--- config.mk ---
export PLATFORM = sky130hd
export DESIGN_NAME = ahb_cmd_master
export DESIGN_NICKNAME = d
export VERILOG_FILES = /design/src/rtl/ahb_cmd_master.sv
export SDC_FILE = /design/constraint.sdc
export NUM_CORES = 1
export LEC_CHECK = 0
export BUFFER_PORTS_ARGS = -buffer_cell sky130_fd_sc_hd__buf_2
export CORE_AREA = 2 2 148 121
export CTS_BUF_LIST = sky130_fd_sc_hd__clkbuf_16
export CTS_CLUSTER_SIZE = 12
export DETAILED_ROUTE_END_ITERATION = 6
export DIE_AREA = 0 0 150 123
export PLACE_DENSITY = 0.61
export SLEW_MARGIN = 20
export SYNTH_ARGS = -nofsm -noshare
export SYNTH_HDL_FRONTEND = slang
export SYNTH_SLANG_ARGS = --single-unit
--- constraint.sdc ---
create_clock -name pll_core_cpuclk -period 2.69 [get_ports pll_core_cpuclk]
set_clock_uncertainty 0.2 [all_clocks]
set_input_delay 0.269 -clock pll_core_cpuclk [delete_from_list [all_inputs] [get_ports pll_core_cpuclk]]
set_output_delay 0.269 -clock pll_core_cpuclk [all_outputs]
set_load 0.02 [all_outputs]
--- src/rtl/ahb_cmd_master.sv ---
// Single-command AHB-Lite master: one non-pipelined transfer per accepted
// command, with alignment screening and a wait-state timeout.
module ahb_cmd_master #(
  parameter int unsigned TIMEOUT_CYC = 256
) (
  input  logic        pll_core_cpuclk,
  input  logic        pad_cpu_rst,
  // Command/response channels: a beat transfers on the cycle valid and ready
  // are both high; a raised valid and its payload hold until that beat.
  input  logic        cmd_vld,
  output logic        cmd_rdy,
  input  logic        cmd_write,
  input  logic [31:0] cmd_addr,
  input  logic [1:0]  cmd_size,
  input  logic [31:0] cmd_wdata,
  output logic        rsp_vld,
  input  logic        rsp_rdy,
  output logic        rsp_err,
  output logic        rsp_tout,
  output logic [31:0] rsp_rdata,
  output logic [31:0] haddr,
  output logic [1:0]  htrans,
  output logic        hwrite,
  output logic [2:0]  hsize,
  output logic [2:0]  hburst,
  output logic [3:0]  hprot,
  output logic        hmastlock,
  output logic [31:0] hwdata,
  input  logic        hready,
  input  logic [1:0]  hresp,
  input  logic [31:0] hrdata,
  output logic [1:0]  dbg_state
);

  typedef enum logic [1:0] {
    S_IDLE = 2'd0,
    S_ADDR = 2'd1,
    S_DATA = 2'd2,
    S_RESP = 2'd3
  } state_t;

  localparam logic [15:0] TOUT_LAST = 16'(TIMEOUT_CYC - 1);

  state_t      state_q, state_d;
  logic [15:0] tout_cnt_q;
  logic        write_q;
  logic [31:0] addr_q;
  logic [31:0] wdata_q;
  logic [1:0]  size_q;
  logic        rsp_err_q;
  logic        rsp_tout_q;
  logic [31:0] rsp_rdata_q;
  logic        cmd_hs;
  logic        cmd_legal;
  logic        wait_cyc;
  logic        tout_hit;

  assign cmd_hs   = cmd_vld && (state_q == S_IDLE);
  assign wait_cyc = ((state_q == S_ADDR) || (state_q == S_DATA)) && !hready;
  // The counter spans both phases, so the limit bounds the whole transfer.
  assign tout_hit = wait_cyc && (tout_cnt_q == TOUT_LAST);

  always_comb begin
    cmd_legal = 1'b0;
    case (cmd_size)
      2'd0:    cmd_legal = 1'b1;
      2'd1:    cmd_legal = ~cmd_addr[0];
      2'd2:    cmd_legal = (cmd_addr[1:0] == 2'b00);
      default: cmd_legal = 1'b0;
    endcase
  end

  always_ff @(posedge pll_core_cpuclk) begin
    if (pad_cpu_rst) state_q <= S_IDLE;
    else             state_q <= state_d;
  end

  always_comb begin
    state_d = state_q;
    case (state_q)
      S_IDLE: if (cmd_hs) state_d = cmd_legal ? S_ADDR : S_RESP;
      S_ADDR: begin
        if (hready)        state_d = S_DATA;
        else if (tout_hit) state_d = S_RESP;
      end
      S_DATA: if (hready || tout_hit) state_d = S_RESP;
      S_RESP: if (rsp_rdy) state_d = S_IDLE;
      default: state_d = S_IDLE;
    endcase
  end

  always_ff @(posedge pll_core_cpuclk) begin
    if (pad_cpu_rst) begin
      tout_cnt_q  <= '0;
      write_q     <= 1'b0;
      addr_q      <= '0;
      wdata_q     <= '0;
      size_q      <= '0;
      rsp_err_q   <= 1'b0;
      rsp_tout_q  <= 1'b0;
      rsp_rdata_q <= '0;
    end else begin
      if (cmd_hs) begin
        write_q    <= cmd_write;
        addr_q     <= cmd_addr;
        wdata_q    <= cmd_wdata;
        size_q     <= cmd_size;
        tout_cnt_q <= '0;
        if (!cmd_legal) begin
          rsp_err_q   <= 1'b1;
          rsp_tout_q  <= 1'b0;
          rsp_rdata_q <= '0;
        end
      end
      if (wait_cyc) tout_cnt_q <= tout_cnt_q + 16'd1;
      if (tout_hit) begin
        rsp_err_q   <= 1'b1;
        rsp_tout_q  <= 1'b1;
        rsp_rdata_q <= '0;
      end else if ((state_q == S_DATA) && hready) begin
        rsp_err_q   <= (hresp == 2'b01);
        rsp_tout_q  <= 1'b0;
        rsp_rdata_q <= (!write_q && (hresp != 2'b01)) ? hrdata : 32'h0;
      end
      // Response fields read as zero whenever no response is offered.
      if ((state_q == S_RESP) && rsp_rdy) begin
        rsp_err_q   <= 1'b0;
        rsp_tout_q  <= 1'b0;
        rsp_rdata_q <= '0;
      end
    end
  end

  always_comb begin
    cmd_rdy   = (state_q == S_IDLE);
    htrans    = (state_q == S_ADDR) ? 2'b10 : 2'b00;
    haddr     = addr_q;
    hwrite    = write_q;
    hsize     = {1'b0, size_q};
    hwdata    = ((state_q == S_DATA) && write_q) ? wdata_q : 32'h0;
    hburst    = 3'b000;
    hprot     = 4'b0011;
    hmastlock = 1'b0;
    rsp_vld   = (state_q == S_RESP);
    rsp_err   = rsp_err_q;
    rsp_tout  = rsp_tout_q;
    rsp_rdata = rsp_rdata_q;
    dbg_state = state_q;
  end

endmodule

[Word-level counts from Yosys, hierarchy flattened]
Cells that the tools add are included.
Cells by class
  $add $sub $neg: 1
  reduce and logical (&&, ||, !) cells: 22
  multiplexer cells: 24
  order comparisons: 0
  shifts and indexed selects: 0
  $mul: 0
  div/mod/pow operators: 0
  bitwise logic cells: 1
  equality and inequality tests: 14
Operators with widths (number)
  $mux W32: 5
  $mux W16: 2
  $add A16 B1 Y16 const B: 1
  $eq A16 B8 Y1 const B: 1
  $mux W2: 7
  $mux W1: 8
  $ne A2 B1 Y1 const B: 4
  $pmux W2 S4: 1
  $logic_and A1 B1 Y1: 7
  $eq A2 B1 Y1 const B: 3
  $eq A2 B2 Y1 const B: 3
  $logic_not A2 Y1: 3
  $reduce_and A2 Y1: 2
  $reduce_and A4 Y1: 1
  $reduce_bool A2 Y1: 2
  $ne A3 B1 Y1 const B: 1
  $ne A3 B3 Y1 const B: 1
  $pmux W1 S3: 1
  $reduce_bool A3 Y1: 1
  $reduce_or A3 Y1: 1
  $logic_not A1 Y1: 2
  $logic_or A1 B1 Y1: 2
  $ne A2 B2 Y1 const B: 1
  $reduce_or A2 Y1: 1
  $not A1 Y1: 1
Word-level totals
  bits in read-only memories: 0
  register bits: 119
  bits in writable memories: 0
  output and inout port bits: 116
  logic and storage cells: 71
  latch bits: 0
  memories: 0

[Logic depth before layout (Yosys ltp)]
Gate-level depths: netlist (run 1).
  depth in word-level cells: 7
  depth in mapped cells: 8
  depth with buffers taken out: 6

[Worst setup path after synthesis (run 1)]
Ideal clock, no wire load.
  path type: reg-to-reg
  start point: register state_q[0] (netlist: dbg_state[0])
  end point: register rsp_rdata_q[10] (netlist: rsp_rdata[10])
  setup slack: 0.359 ns
  setup time: 0.116 ns
  cell stages (with the launch flop): 8
  buffers on the path: 1
  required time: 2.374 ns
  arrival time: 2.014 ns
  cell sequence: dfxtp_1 inv_1 ha_1 and2b_1 nand3_4 o41ai_4 buf_6 nor2_2
Between the ends
  cells in the longest elaborated chain, start to end: 5
  elaborated cells between the ends (all ways): 15
RTL lines
  start: declaration: RTL line 44  | state_t state_q, state_d;
  start signal: assignment: RTL line 75  | else state_q <= state_d;
  $eq A2 B1 Y1 / $eq A2 B2 Y1 (equally long branches): RTL line 59, 120
  $logic_or A1 B1 Y1: RTL line 59  | assign wait_cyc = ((state_q == S_ADDR) || (state_q == S_DATA)) && !hready;
  $logic_and A1 B1 Y1: RTL line 59
  $logic_and A1 B1 Y1: RTL line 61  | assign tout_hit = wait_cyc && (tout_cnt_q == TOUT_LAST);
  $reduce_or A3 Y1 (no line)
  end signal: assignment: RTL line 123  | rsp_rdata_q <= (!write_q && (hresp != 2'b01)) ? hrdata : 32'h0;
  end: declaration: RTL line 52  | logic [31:0] rsp_rdata_q;
Parallel ways exist; a longest one is shown, timed or not.
A chain may end at the register's enable or synchronous reset.

[Worst setup path after layout (run 1)]
  start point: register state_q[0] (netlist: dbg_state[0])
  end point: register rsp_rdata_q[0] (netlist: rsp_rdata[0])
The elaborated chain is that of the path after synthesis.

==> results summary, run 1 <==
The critical path required time is 2.78 ns. Yosys mapped a number of flops with a built-in enable equal to 0. Pin placement for this block handled 222 I/O pins.

The most frequently used cell type in the post-synthesis netlist is sky130_fd_sc_hd__nand2_1. The shortest period the worst path allows came out at 2.43 ns. The number of global-route vias before repair is 4864. Once placement completed, the tool counted placed cells totaling 992.

The die outline area is 18500 sq um. The number of antenna violations at the first check in global routing is 1. The sum of internal, switching and leakage power came out at 6170 uW.

The number of sinks driven by the clock tree came out at 119. The number of maximum-capacitance constraint violations is 0. The worst hold path terminates at rsp_err. The power per standard cell area is 794 nW/um^2. The maximum VDD drop is 441 uV.

Using the TritonRoute via totals, the vias-per-cell ratio works out to 4.67. The via count is 5247. The number of buffers on the longest clock path is 2. The signal on the critical path passes through inv_1 > ha_1 > and2b_1 > nand3_4 > o41ai_4 > buf_12 > nor2_1. TritonCTS created 17 clock buffers. Yosys attributes the largest share of cell area to sky130_fd_sc_hd__dfxtp_1 (48%), sky130_fd_sc_hd__nand2_1 (11%), sky130_fd_sc_hd__a21oi_1 (8.2%), sky130_fd_sc_hd__a32oi_1 (5.6%), sky130_fd_sc_hd__and3_1 (4.1%).

The first detailed-routing pass ran for 4 iterations. After detailed routing, the number of remaining DRC violations is 0. The quantity of I/O buffers inserted on ports came out at 211.

The critical setup path kind is reg2reg. The worst setup path is captured at a flop. The worst hold path was traced through 3 stages. The longest individual stage delay on the worst path is 0.42 ns.

In this run the worst hold path is classified as in2reg. The remaining number of nets flagged by the antenna check after routing is 0. Of all flip-flops after synthesis, the portion carrying an async set or reset was 0.

Synthesis produced 597 cells. In the final layout, the multi-input gates occupy 2350 sq um. The worst register-to-register path has a depth of 7. The core region is 17000 sq um. The global-route congestion overflow total is 0.

The final-report max-slew violation count is 0. Ranked by instance count, the synthesized netlist is headed by sky130_fd_sc_hd__nand2_1 (146), sky130_fd_sc_hd__dfxtp_1 (119), sky130_fd_sc_hd__a21oi_1 (82). The footprint of the flip-flops and latches is 2380 sq um. The slowest stage of the critical path is the sky130_fd_sc_hd__o41ai_4 cell. With fillers left out, the area of the finished cells amounts to 7780 sq um. The maximum net fanout on the critical path is 32. The area overhead of the layout relative to synthesis came out at 55.3%. The data arrival time at the worst-slack endpoint came out at 2.52 ns. The hold violation count in the final report came out at 0. The number of DRC violations after detailed-routing iteration 0 came out at 235. The filler cells instantiated in the layout total 1665. The chip height came out at 123 microns. The clock root buffer is sky130_fd_sc_hd__clkbuf_16.

The post-CTS setup-driven buffer insertion count came out at 0. The ratio of final minimum period to clock period came out at 0.903. Of the post-synthesis cell area, the dominant cell type holds 0.476.

The origin of the critical flop-to-flop path is dbg_state[0]. The post-detailed-placement cell area is 6210 sq um. The minimum setup slack among reg-to-reg paths came out at 0.26 ns. The sequential share of the synthesized area came out at 0.476. In this run the core area contains 43 standard-cell rows. The congestion estimate from routability-driven global placement came to 0.786.

Setup repair after global routing left no endpoint under its margin. The synthesis-stage register bit count came out at 119. The highest clock frequency the design can meet came out at 412 MHz.

STA classifies the critical path startpoint as a flop. For this configuration, the core starts out at a cell density of 0.295. The clock input transition at the sequential cells of the worst setup and hold paths came out at 0.06 ns. The number of levels the H-tree was split into came out at 4. The detailed placement HPWL is 9560 microns. The final cell count without fillers came out at 1124.

At the end of the flow, the number of nets in the layout was 997. The overall global routing resource usage is 0.162. The leakage component of the power is 0.00354 uW.

The setup violation total in the final timing report is 0. The share of cells above drive strength 1 is 0.323. The largest net degree at the start of global routing came out at 87. TritonCTS built the clock tree.

The biggest area contributor in the post-synthesis netlist is sky130_fd_sc_hd__dfxtp_1. The first global-routing pass estimated 23800 microns of wire. The mean routed wirelength per cell is 14.1 microns. The leading register cell type out of synthesis is sky130_fd_sc_hd__dfxtp_1.

The startpoint of the tightest hold check path is rsp_rdy. The die extent in x came out at 150 microns. The cell area after technology mapping came out at 5010 sq um.

The count of warnings emitted by yosys came out at 0. The worst register-to-register path ends at rsp_rdata[0]. The final layout contains routed wiring with a total length of 15800 microns. Averaged over all synthesized cells, the footprint is 8.39 sq um. The number of different library cells in the post-synthesis netlist is 51. The flow ran to the end, and the final reports show no timing, DRC or antenna violations. The final sum of negative setup slack came out at 0 ns.

The insertion delay to the later sink of the worst-skew pair came out at 0.40 ns.
-- metrics by stage --
stage / setup WS [ns] / hold slack, ns / util
2_1_floorplan: 0.359 / 0.205 / -
3_3_place_gp: 0.359 / 0.238 / 0.365
3_5_place_dp: 0.273 / 0.242 / 0.365
4_1_cts: 0.256 / 0.0662 / 0.457
5_1_grt: 0.115 / 0.0836 / 0.457
6_report: 0.262 / 0.0981 / 0.457
-- what timing repair did --
action / 4_1_cts / 5_1_grt
endpoints found under the hold margin: 99 / 0
gates resized for setup: 0 / 0
hold buffers: 99 / 0
-- worst max-delay path, delay by kind of cell (launching register included) --
kind                       cells  cell delay, ns
AOI/OAI and AO/OA              1            0.42
adders and majority gates      1            0.34
buffers and inverters          2            0.40
DFF                            1            0.41
and+or+nand+nor                3            0.53
-- worst max path at each step --
stage,to,slack (ns),cells after the start,from
floorplan,rsp_rdata[10],0.36,7,dbg_state[0]
global placement,rsp_rdata[31],0.36,7,dbg_state[0]
detailed placement,rsp_rdata[0],0.27,7,dbg_state[0]
CTS,rsp_rdata[0],0.26,7,dbg_state[0]
global route,rsp_rdata[0],0.11,7,dbg_state[0]
finish,rsp_rdata[0],0.26,7,dbg_state[0]
-- power breakdown --
group / internal, uW / switching, uW
Combinational: 641 / 1210
Clock: 1420 / 772
Sequential: 2000 / 122
-- cells by family (layout without fill, tap and decap cells) --
logic type,Yosys count,after routing,synth area share
buf+inv,65,358,0.0632
other cells,2,11,0.00150
xor+xnor,1,1,0.00175
simple gates,258,258,0.250
mux,1,1,0.00225
fa+ha+maj,6,6,0.0150
compound gates,145,145,0.191
flops,119,119,0.476
-- registers in the layout, indices dropped and copies added (netlist names) --
name        count
haddr          32
hwrite          1
size_q          2
rsp_rdata      32
tout_cnt_q     16
dbg_state       2
wdata_q        32
rsp_err         1
rsp_tout        1
-- cell usage in the layout (no fill, tap or decap), types with 4 or more instances in the layout --
master,count
sky130_fd_sc_hd__clkinv_2,4
sky130_fd_sc_hd__nand4_1,5
sky130_fd_sc_hd__o311ai_0,4
sky130_fd_sc_hd__or4_1,4
sky130_fd_sc_hd__ha_1,6
sky130_fd_sc_hd__nand2_1,145
sky130_fd_sc_hd__conb_1,10
sky130_fd_sc_hd__nor2b_1,4
sky130_fd_sc_hd__inv_1,8
sky130_fd_sc_hd__clkbuf_16,17
sky130_fd_sc_hd__nor2_1,11
sky130_fd_sc_hd__nor2_2,30
sky130_fd_sc_hd__nand3_1,6
sky130_fd_sc_hd__a21oi_1,82
sky130_fd_sc_hd__dlygate4sd3_1,99
sky130_fd_sc_hd__and3_1,33
sky130_fd_sc_hd__buf_2,211
sky130_fd_sc_hd__a32oi_1,32
sky130_fd_sc_hd__buf_4,8
sky130_fd_sc_hd__clkinv_1,4
sky130_fd_sc_hd__o21ai_0,4
sky130_fd_sc_hd__dfxtp_1,119
-- metal layers --
layer,track usage,part of all wire,vias to the layer above
met5,0,0,-
met4,0.0625,0.021,0
met3,0.0454,0.050,24
li1,-,-,2646
met2,0.281,0.50,147
met1,0.191,0.43,2430
-- cell type report --
cell class / count / area share
flip-flops and latches: 119 / 0.306
multi-input cells: 421 / 0.303
repair buffers: 321 / 0.279
clock buffers: 17 / 0.0547
well taps: 225 / 0.0362
clock inverters: 15 / 0.0187
inverters: 5 / 0.00241
diodes: 1 / 0.000322
(Power assumes the default switching activity.)
==> inputs of run 2 (changes only) <==
--- a/config.mk
+++ b/config.mk
@@ -11,7 +11,7 @@
 export CTS_CLUSTER_SIZE = 12
 export DETAILED_ROUTE_END_ITERATION = 6
 export DIE_AREA = 0 0 150 123
-export PLACE_DENSITY = 0.61
+export PLACE_DENSITY_LB_ADDON = 0.15
 export SLEW_MARGIN = 20
 export SYNTH_ARGS = -nofsm -noshare
 export SYNTH_HDL_FRONTEND = slang
==> run 2 against run 1 <==
  * Utilization rose by 0.059 points
  * Global-route usage increased by 0.47 points
  * Sequential power about the same
  * Wire length increased by 1.1%
  * Setup slack better by 0.058 ns
  * First-iteration DRC count rose by 11%
  * Clock power hardly changed
  * Fmax rose by 2.4%
  * Worst hold slack worse by 0.038 ns
==> results summary, run 2 (synthesized netlist as in run 1, its figures left out) <==
The number of buffers on the longest clock path was 2 (unchanged). The endpoint class of the critical path is a flop (unchanged). The ratio of final minimum period to clock period came to 0.881 (was 0.903).

The layer with the highest usage is met2 (unchanged). The die outline area came to 18500 sq um (unchanged). The overall global routing resource usage came out at 0.167 (was 0.162). The sum of internal, switching and leakage power came to 6180 uW (was 6170 uW).

The critical path required time is 2.79 ns (was 2.78 ns). The number of CTS-inserted buffers is 17 (unchanged). The number of DRC violations after detailed-routing iteration 0 is 260 (was 235). Highest-count cells in the layout ignoring fill and taps: sky130_fd_sc_hd__buf_2 (211), sky130_fd_sc_hd__nand2_1 (145), sky130_fd_sc_hd__dfxtp_1 (119) (unchanged). The final wirelength is 16000 microns (was 15800 microns).

The via count was 5296 (was 5247). The shortest period the worst path allows is 2.37 ns (was 2.43 ns). The final sum of negative setup slack came out at 0 ns (unchanged). The first-pass GRT wire length came out at 24500 microns (was 23800 microns). The class of the tightest hold or removal check is in2reg (unchanged). The number of levels the H-tree was split into came out at 4 (unchanged). The capture point of the worst reg-to-reg path is rsp_rdata[16] (was rsp_rdata[0]). The remaining max-slew budget at the tightest pin is 0.572. The area overhead of the layout relative to synthesis came out at 55.5% (was 55.3%). The total core area is 17000 sq um (unchanged). The number of antenna violations at the first check in global routing came to 1 (unchanged). The I/O pin count is 222 (unchanged). Cell Chain, Critical Path: inv_1 > ha_1 > and2b_1 > nand3_4 > o41ai_4 > buf_12 > nor2_2 (was inv_1 > ha_1 > and2b_1 > nand3_4 > o41ai_4 > buf_12 > nor2_1). The quantity of I/O buffers inserted on ports is 211 (unchanged). The maximum VDD drop came out at 485 uV (was 441 uV). The via-per-instance ratio is 4.71 (was 4.67).

The minimum setup slack among reg-to-reg paths came out at 0.32 ns (was 0.26 ns). The data arrival time at the worst-slack endpoint came out at 2.47 ns (was 2.52 ns). The mean routed wirelength per cell came out at 14.2 microns (was 14.1 microns). The sum of buffers and inverters on the critical path is 2 (unchanged). The clock input transition at the sequential cells of the worst setup and hold paths is 0.06 ns (about the same).

The area of all placed cells without fillers came to 7790 sq um (was 7780 sq um). The leakage component of the power came out at 0.00352 uW (was 0.00354 uW). The largest net degree at the start of global routing came out at 87 (unchanged). The cell with the biggest individual delay on the critical path is sky130_fd_sc_hd__o41ai_4 (unchanged). The power per standard cell area is 793 nW/um^2 (was 794 nW/um^2).

The setup violation total in the final timing report is 0 (unchanged). The detailed placement HPWL is 10400 microns (was 9560 microns). The number of maximum-capacitance constraint violations is 0 (unchanged).

The path depth of the worst reg2reg path came out at 7 (unchanged). The highest clock frequency the design can meet came out at 422 MHz (was 412 MHz). The layout net count is 997 (unchanged). The remaining number of nets flagged by the antenna check after routing came out at 0 (unchanged). The insertion delay to the later sink of the worst-skew pair is 0.42 ns (was 0.40 ns). The chip height came to 123 microns (unchanged). The startpoint of the tightest hold check path is pad_cpu_rst (was rsp_rdy). The number of gates resized after cts is 0 (unchanged). The met3 global-route usage came to 0.0417 (was 0.0454). The layout filler cell count is 1658 (was 1665). RSZ-0062 raised after global routing: no (unchanged). The category of the worst setup path launch point is a flop (unchanged). The final-report max-slew violation count came out at 0 (unchanged). The post-cts hold buffer count is 99 (unchanged).

The number of sinks driven by the clock tree came out at 119 (unchanged). The slew at the pin with the worst max-slew slack is 0.643 ns. The number of optimization iterations in the first detailed-route pass came out at 5 (was 4). The category of cells accounting for the largest share of critical-path delay is simple AND/OR/NAND/NOR gates (unchanged). The final weighted congestion in routability-driven placement is 0.736 (was 0.786). The met1 track utilization from global routing was 0.202 (was 0.191). The post-CTS setup-driven buffer insertion count came to 0 (unchanged). The post-detailed-placement cell area was 6210 sq um (unchanged). The number of cells on the critical path came to 7 (unchanged).

The global-route congestion overflow total came to 0 (unchanged). The endpoint of the most critical setup path was rsp_rdata[16] (was rsp_rdata[0]). The number of remaining DRC errors is 0 (unchanged). The placement row count is 43 (unchanged).

The longest individual stage delay on the worst path is 0.44 ns (was 0.42 ns). The hold violation count in the final report is 0 (unchanged). The share of cells above drive strength 1 is 0.330 (was 0.323). The die extent in x came to 150 microns (unchanged). The clock tree from TritonCTS is built (unchanged). The maximum net fanout on the critical path was 32 (unchanged).

The met2 global-route usage was 0.288 (was 0.281). The number of global-route vias before repair is 4977 (was 4864). The clock root buffer is sky130_fd_sc_hd__clkbuf_16 (unchanged).

The worst setup path startpoint is dbg_state[0] (unchanged). The origin of the critical flop-to-flop path is dbg_state[0] (unchanged). The most common library cell in the layout ignoring fill and taps is sky130_fd_sc_hd__buf_2 (unchanged). The starting utilization of the core area is 0.295 (unchanged). The critical setup path kind is reg2reg (unchanged). Run status: complete, no violations (unchanged).
[run 2: worst min path at each step]
| stage | endpoint | slack, ns | cells after the start |
|---|---|---|---|
| finish | rsp_tout | 0.06 | 3 |
| global route | rsp_tout | 0.06 | 3 |
| CTS | rsp_tout | 0.05 | 3 |
| detailed placement | wdata_q[1] | 0.24 | 2 |
| global placement | wdata_q[2] | 0.24 | 2 |
| floorplan | wdata_q[0] | 0.20 | 2 |
[run 2: area by class of cell]
type / instances / area (sq um) / share of cell area
Antenna cell: 1 / 2.50 / 0.000321
Inverter: 5 / 18.8 / 0.00241
Clock inverter: 15 / 155 / 0.0199
Tap cell: 225 / 282 / 0.0362
Clock buffer: 17 / 425 / 0.0546
Sequential cell: 119 / 2380 / 0.306
Timing Repair Buffer: 321 / 2170 / 0.278
Multi-Input combinational cell: 421 / 2350 / 0.302
[run 2: metal layers]
layer  part of all wire  vias up
met4              0.016        0
met2               0.50      160
met1               0.44     2469
met3              0.050       21
li1                   -     2646
met5                  0        -
[run 2: worst register-to-register path, stage by stage, from the launching register on]
cell and delay [ns]:
sky130_fd_sc_hd__dfxtp_1 0.42, sky130_fd_sc_hd__inv_1 0.13, sky130_fd_sc_hd__ha_1 0.33, sky130_fd_sc_hd__and2b_1 0.24
sky130_fd_sc_hd__nand3_4 0.14, sky130_fd_sc_hd__o41ai_4 0.44, sky130_fd_sc_hd__buf_12 0.28, sky130_fd_sc_hd__nor2_2 0.09
[run 2: where the power goes]
| group | switching (uW) | internal, uW | leakage (uW) |
|---|---|---|---|
| clock network | 850 | 1360 | 0.000269 |
| registers | 127 | 2000 | 0.000969 |
| logic | 1200 | 634 | 0.00228 |
[run 2: stage by stage]
step	setup WS, ns	cells	utilization	hold slack [ns]
floorplan	0.359	605	-	0.205
global placement	0.434	992	0.365	0.237
detailed placement	0.329	992	0.365	0.244
CTS	0.319	1123	0.458	0.0483
global route	0.192	1124	0.458	0.0613
finish	0.320	1124	0.458	0.0605
